### config.mk
export PLATFORM = sky130hd
export DESIGN_NAME = serial_adder_ctrl
export DESIGN_NICKNAME = d
export VERILOG_FILES = /design/src/rtl/serial_adder_ctrl_pkg.sv /design/src/rtl/serial_add_bit.sv /design/src/rtl/serial_adder_ctrl.sv
export SDC_FILE = /design/constraint.sdc
export NUM_CORES = 1
export LEC_CHECK = 0
export ABC_CLOCK_PERIOD_IN_PS = 2200
export CAP_MARGIN = 10
export CELL_PAD_IN_SITES_DETAIL_PLACEMENT = 0
export CELL_PAD_IN_SITES_GLOBAL_PLACEMENT = 1
export CORE_ASPECT_RATIO = 0.5
export CORE_MARGIN = 5
export CORE_UTILIZATION = 30
export CTS_BUF_LIST = sky130_fd_sc_hd__clkbuf_8
export CTS_CLUSTER_SIZE = 16
export DETAILED_ROUTE_END_ITERATION = 12
export GPL_TIMING_DRIVEN = 0
export PLACE_DENSITY_LB_ADDON = 0.1
export SLEW_MARGIN = 20
export SYNTH_ARGS = -nofsm -noshare
export SYNTH_HDL_FRONTEND = slang
export SYNTH_HIERARCHICAL = 1
export SYNTH_SLANG_ARGS = --single-unit
### constraint.sdc
create_clock -name clk -period 2.2 [get_ports clk]
set_clock_uncertainty 0.1 [all_clocks]
set_input_delay 0.33 -clock clk [delete_from_list [all_inputs] [get_ports clk]]
set_output_delay 0.33 -clock clk [all_outputs]
set_load 0.01 [all_outputs]
### src/rtl/serial_adder_ctrl_pkg.sv
// Shared encodings and parameter range for the bit-serial adder controller.
package serial_adder_ctrl_pkg;

    typedef enum logic [1:0] {
        IDLE = 2'd0,
        RUN  = 2'd1,
        DONE = 2'd2
    } state_t;

    localparam int WIDTH_MIN = 2;
    localparam int WIDTH_MAX = 32;

    function automatic bit width_legal(int w);
        return (w >= WIDTH_MIN) && (w <= WIDTH_MAX);
    endfunction

endpackage

### src/rtl/serial_add_bit.sv
// One-bit full-add stage with its own carry flop; load seeds the carry with cin.
module serial_add_bit (
    input  logic clk,
    input  logic rst_n,
    input  logic load,
    input  logic cin,
    input  logic en,
    input  logic a_bit,
    input  logic b_bit,
    output logic s,
    output logic c,
    output logic carry
);

    // Full-add of the current bit pair against the stored carry.
    always_comb begin
        s = a_bit ^ b_bit ^ carry;
        c = (a_bit & b_bit) | (a_bit & carry) | (b_bit & carry);
    end

    // Carry flop: seeded on load, advanced on each enabled bit step.
    always_ff @(posedge clk or negedge rst_n) begin
        if (!rst_n)    carry <= 1'b0;
        else if (load) carry <= cin;
        else if (en)   carry <= c;
    end

endmodule

### src/rtl/serial_adder_ctrl.sv
// Bit-serial adder controller: LSB-first over WIDTH cycles, result on a handshake.
module serial_adder_ctrl
    import serial_adder_ctrl_pkg::*;
#(
    parameter  int WIDTH = 8,
    localparam int CNT_W = $clog2(WIDTH)
) (
    input  logic             clk,
    input  logic             rst_n,
    input  logic             in_valid,
    output logic             in_ready,
    input  logic [WIDTH-1:0] a,
    input  logic [WIDTH-1:0] b,
    input  logic             cin,
    output logic             out_valid,
    input  logic             out_ready,
    output logic [WIDTH-1:0] sum,
    output logic             cout,
    output logic             ovf,
    output logic             busy
);

    if (!width_legal(WIDTH)) begin : g_width_chk
        $error("serial_adder_ctrl: WIDTH out of range");
    end

    state_t           state, state_nxt;
    logic [WIDTH-1:0] a_sh, b_sh;
    // Upper WIDTH-1 bits of the partial sum; the newest bit joins at the top
    // and the final bit completes the word straight into the sum register.
    logic [WIDTH-2:0] sum_sh;
    logic [WIDTH-1:0] sum_nxt;
    logic [CNT_W-1:0] cnt;
    logic             accept, step, last;
    logic             s_bit, c_bit, carry;

    assign accept  = (state == IDLE) && in_valid;
    assign step    = (state == RUN);
    assign last    = step && (cnt == CNT_W'(WIDTH - 1));
    assign sum_nxt = {s_bit, sum_sh};

    serial_add_bit u_bit (
        .clk   (clk),
        .rst_n (rst_n),
        .load  (accept),
        .cin   (cin),
        .en    (step),
        .a_bit (a_sh[0]),
        .b_bit (b_sh[0]),
        .s     (s_bit),
        .c     (c_bit),
        .carry (carry)
    );

    // State register.
    always_ff @(posedge clk or negedge rst_n) begin
        if (!rst_n) state <= IDLE;
        else        state <= state_nxt;
    end

    // Next state and state-decoded handshake outputs.
    always_comb begin
        state_nxt = state;
        in_ready  = 1'b0;
        out_valid = 1'b0;
        busy      = 1'b1;
        case (state)
            IDLE: begin
                in_ready = 1'b1;
                busy     = 1'b0;
                if (in_valid) state_nxt = RUN;
            end
            RUN:  if (last) state_nxt = DONE;
            DONE: begin
                out_valid = 1'b1;
                if (out_ready) state_nxt = IDLE;
            end
            default: state_nxt = IDLE;
        endcase
    end

    // Operand shifters, bit counter and the held result.
    always_ff @(posedge clk or negedge rst_n) begin
        if (!rst_n) begin
            a_sh   <= '0;
            b_sh   <= '0;
            sum_sh <= '0;
            cnt    <= '0;
            sum    <= '0;
            cout   <= 1'b0;
            ovf    <= 1'b0;
        end else if (accept) begin
            a_sh <= a;
            b_sh <= b;
            cnt  <= '0;
        end else if (step) begin
            a_sh   <= a_sh >> 1;
            b_sh   <= b_sh >> 1;
            sum_sh <= sum_nxt[WIDTH-1:1];
            if (last) begin
                sum  <= sum_nxt;
                cout <= c_bit;
                ovf  <= carry ^ c_bit;
            end else begin
                cnt <= cnt + CNT_W'(1);
            end
        end
    end

endmodule
# ---- Word level (Yosys, flattened, before mapping)
# Cells that the tools add are included.
dict set report totals {
  reg_bits 39
  input_bits 21
  output_inout_bits 13
}
dict set report op_classes {
  addsub 1
  n_eq_ne 7
  mux 16
  n_bitwise 9
  n_reduce_logical 8
}
# cell count
set op_table {}
lappend op_table {{two-way mux 8 bit} 4}
lappend op_table {{two-way mux 3 bit} 3}
lappend op_table {{two-way mux 2 bit} 3}
lappend op_table {{!= test 2 bit (second input constant)} 3}
lappend op_table {{case mux 2 bit (3 select lines)} 1}
lappend op_table {{AND reduction 3 bit} 2}
lappend op_table {{two-way mux 1 bit} 5}
lappend op_table {{AND reduction 2 bit} 2}
lappend op_table {{adder 3 x 1 -> 3 bit (second input constant)} 1}
lappend op_table {{AND 1 bit} 3}
lappend op_table {{equality test 3 bit (second input constant)} 1}
lappend op_table {{bitwise XOR 1 bit} 3}
lappend op_table {{equality test 2 x 1 -> 1 bit (second input constant)} 1}
lappend op_table {{equality test 2 bit (second input constant)} 1}
lappend op_table {{logical AND 1 bit} 2}
lappend op_table {{logical NOT 2 bit} 1}
lappend op_table {{!= test 2 x 1 -> 1 bit (second input constant)} 1}
lappend op_table {{bitwise OR 1 bit} 2}
lappend op_table {{nonzero test 2 bit} 1}
lappend op_table {{NOT 1 bit} 1}

# ---- Depth between registers and ports, before layout
dict set report depth {
  depth_word 5
  depth_mapped 6
}

# ---- By module
# The synthesis kept the hierarchy.
# mod instances cells_per_inst area_per_inst_um2 seq_area_each_um2
set by_module_without_submodules {}
lappend by_module_without_submodules {serial_adder_ctrl 1 129 1656.6 950.9}
lappend by_module_without_submodules {serial_add_bit 1 5 63.8 25.0}

# ---- Least setup slack after synthesis
# No wires, ideal clock.
dict set report synth_path {
  kind {reg2reg}
  startpoint {register cnt[0]}
  endpoint {register sum[0]}
  setup_time_ns 0.125
  t_arrival_ns 1.371
  slack_ns 0.604
  stages_incl_launch_ff 6
  synth_period_minus_slack_ns 1.596
  cell_sequence {dfrtp_1 > ha_1 > ha_1 > nand3b_2 > buf_6 > mux2_4}
}
dict set report synth_between {
  elab_chain_cells 3
}
# item line
set synth_lines {}
lappend synth_lines {{from (decl)} serial_adder_ctrl.sv:33} ;# logic [CNT_W-1:0] cnt;
lappend synth_lines {{from (signal assigned)} serial_adder_ctrl.sv:105} ;# cnt <= cnt + CNT_W'(1);
lappend synth_lines {{equality test 3 bit} serial_adder_ctrl.sv:39} ;# assign last = step && (cnt == CNT_W'(WIDTH - 1));
lappend synth_lines {{logical AND 1 bit} serial_adder_ctrl.sv:39}
lappend synth_lines {{AND reduction 3 bit (no source line)} n/a}
lappend synth_lines {{to (signal assigned)} serial_adder_ctrl.sv:101} ;# sum <= sum_nxt;
lappend synth_lines {{to (decl)} serial_adder_ctrl.sv:17} ;# output logic [WIDTH-1:0] sum,
# No other way between the ends.
# A chain may end at the register's enable or synchronous reset.

# ---- Final worst setup path
dict set report layout_path {
  startpoint {register state[1]}
  endpoint {output port out_valid}
}
dict set report layout_between {
  elab_chain_cells 2
}
# item line
set layout_lines {}
lappend layout_lines {{from (decl)} serial_adder_ctrl.sv:27} ;# state_t state, state_nxt;
lappend layout_lines {{from (signal assigned)} serial_adder_ctrl.sv:58} ;# else state <= state_nxt;
lappend layout_lines {{equality test 2 bit} serial_adder_ctrl.sv:67} ;# case (state)
lappend layout_lines {{two-way mux 1 bit} serial_adder_ctrl.sv:67}
lappend layout_lines {{to (decl)} serial_adder_ctrl.sv:15} ;# output logic out_valid,
# No other way between the ends.

==> results.toml <==
[setup_path]
worstSetupEndpointType = "output port"
start_kind = "flop"
path_max_fanout = 17
critical_path_class = "reg -> out"
cp.required_ps = 1770
worstPathArrival_ps = 1650

[route]
vias = 1189
drtIter0Drc = 35
wl_mm = 3.64
vias_per_cell = 4.76
first_pass_iters = 4
drc = 0
ant_nets = 0
wl_per_cell_um = 14.5

[synthesis]
synth.avg_cell_area_um2 = 12.8
synth_cell_types = 32
ys_ff_latch = 39
synthesis.nets = 158
synth_warnings = 6
ys_seq_area_frac = 0.567
synth_cells = 134
synth_area_um2 = 1720

[sta]
fin_crit_ps = 2080
hold_viol = 0
maxSlewViolCount = 0
max-slew-margin-rel = 0.612
tightest_slew_ps = 582
rsz0062_at_grt = "no"
fmax_mhz = 481
fin_hold_ws_ps = 393
min_period_over_period = 0.946
setup_viol = 0
final.setup.tns_ps = 0

[clocking]
clock_latency_ps = 280
htree_levels = 2
cts_buffers = 5
clockRootBuffer = "clkbuf_8"
clkSinkCount = 39
clk_pin_slew_worst_paths_ps = 80
cts_tree = "yes"
clockBufferDepth = 2

[run]
drv_cap = 0

[placed_design]
routabilityCongestion = 0.710
placed_cells = 241
hpwlAfterDp_mm = 2.68
portBuffers = 33
dpl_cell_area_um2 = 2160

[finish]
fill_cells = 539
final_common_cell = "dfrtp_1"
drive_gt1_frac = 0.198
layout_common_cells = "dfrtp_1, clkdlybuf4s50_1, o22ai_1"
stdcell_count = 250
nets = 200
finish.instance_area_um2 = 2290
syn2layout_area_growth_pct = 33.1
num_antenna_cells = 0

[floorplan]
die_h_um = 63.5
start_util = 0.312
die_area_um2 = 7440
ios = 34
die_w_um = 117
core_um2 = 5520
rows = 19

[grt]
grt_usage = 0.110
grt_pass1_vias = 1272
antenna_found_initial = 0
grt.overflow.total = 0
grt_max_degree = 24
grt_pass1_wl_mm = 6.33

[min_path]
hold_class = "reg -> reg"

[pwr]
power.density_nw_per_um2 = 1400
total_leakage_power_uw = 0.000990
ir_drop_mv = 0.510
total_power_uw = 3200

[status]
status = "finished, final reports clean"
timing repair:
| item | in CTS | in global routing |
|---|---|---|
| pin swaps | 0 | 0 |
| setup endpoints to repair | 1 | 1 |
| buffers inserted | 1 | 0 |
| hold endpoints to repair | 22 | 0 |
| resized for setup | 2 | 1 |
| hold buffers | 1 | 0 |
final cells by class:
type	instances	area (µm²)	area share
tap	73	91.3	0.0399
inverter	4	15.0	0.00656
multi-input combinational	84	683	0.298
timing repair buffer	36	370	0.162
clock buffer	7	96.3	0.0421
clock inverter	1	7.51	0.00328
sequential	39	976	0.426
buffer	6	50.0	0.0219
stage by stage:
step | util | worst slack, ps
after detailed placement | 0.392 | 149
after global placement | 0.388 | -389
after CTS | 0.415 | 72.5
after floorplan | - | 604
final | 0.415 | 119
after global routing | 0.415 | 35.1
sequential cells by signal (all words and copies together), names as in the netlist:
signal	count
sum_sh	7
u_bit/carry	1
a_sh	8
cout	1
cnt	3
state	2
ovf	1
b_sh	8
sum	8
synth_stat cells, drive strengths merged:
library cell / count / area share
a21oi: 3 / 0.0087
a22o: 4 / 0.020
a22oi: 1 / 0.0044
a2bb2oi: 9 / 0.046
a32oi: 1 / 0.0051
buf: 7 / 0.028
dfrtp: 39 / 0.57
fa: 1 / 0.012
ha: 2 / 0.015
inv: 4 / 0.0087
mux2: 17 / 0.13
mux2i: 1 / 0.0058
nand2: 5 / 0.011
nand2b: 2 / 0.0073
nand3b: 1 / 0.0065
nor2: 11 / 0.028
nor3: 4 / 0.012
nor4b: 2 / 0.010
o21ai: 2 / 0.0058
o22ai: 12 / 0.044
o2bb2ai: 1 / 0.0051
o31ai: 1 / 0.0044
o32ai: 2 / 0.010
or2: 1 / 0.0036
xnor2: 1 / 0.0051
critical path: stages (launching register included):
cell	delay, ps
dfrtp_1	390
buf_6	170
inv_2	150
nor2_1	120
clkdlybuf4s50_1	540
cell families after synthesis:
kind of cell               Yosys count  share of synthesized area
AOI/OAI and AO/OA                   36                      0.153
buffers and inverters               11                     0.0371
muxes                               18                      0.132
and+or+nand+nor                     26                     0.0786
adders and majority gates            3                     0.0262
xor gates and xnor gates             1                    0.00509
DFF                                 39                      0.567
metal layers:
metal  GRT usage  wire length [µm]  vias up
met5           0                 0        -
met4      0.0300                17        0
met3      0.0449               194        2
met2       0.162              1620       23
met1       0.147              1800      579
li1            -                 -      585
worst paths after layout:
| kind | startpoint | end | slack [ps] | depth (start not counted) |
|---|---|---|---|---|
| max | state[1] | out_valid | 120 | 4 |
| min | ovf | ovf | 390 | 2 |
| max reg2reg | cnt[0] | sum[3] | 470 | 5 |
| min reg2reg | ovf | ovf | 390 | 2 |
| max in group asynchronous | rst_n | sum_sh[2] | 1040 | 3 |
| min in group asynchronous | rst_n | a_sh[5] | 470 | 2 |
power breakdown:
part           leakage [µW]  internal (µW)  switching [µW]  total, µW
Combinational      0.000473            825             544       1370
Sequential         0.000466           1070             223       1290
Clock             0.0000505            285             255        541
Note: power is estimated with default switching activity, not from simulation.
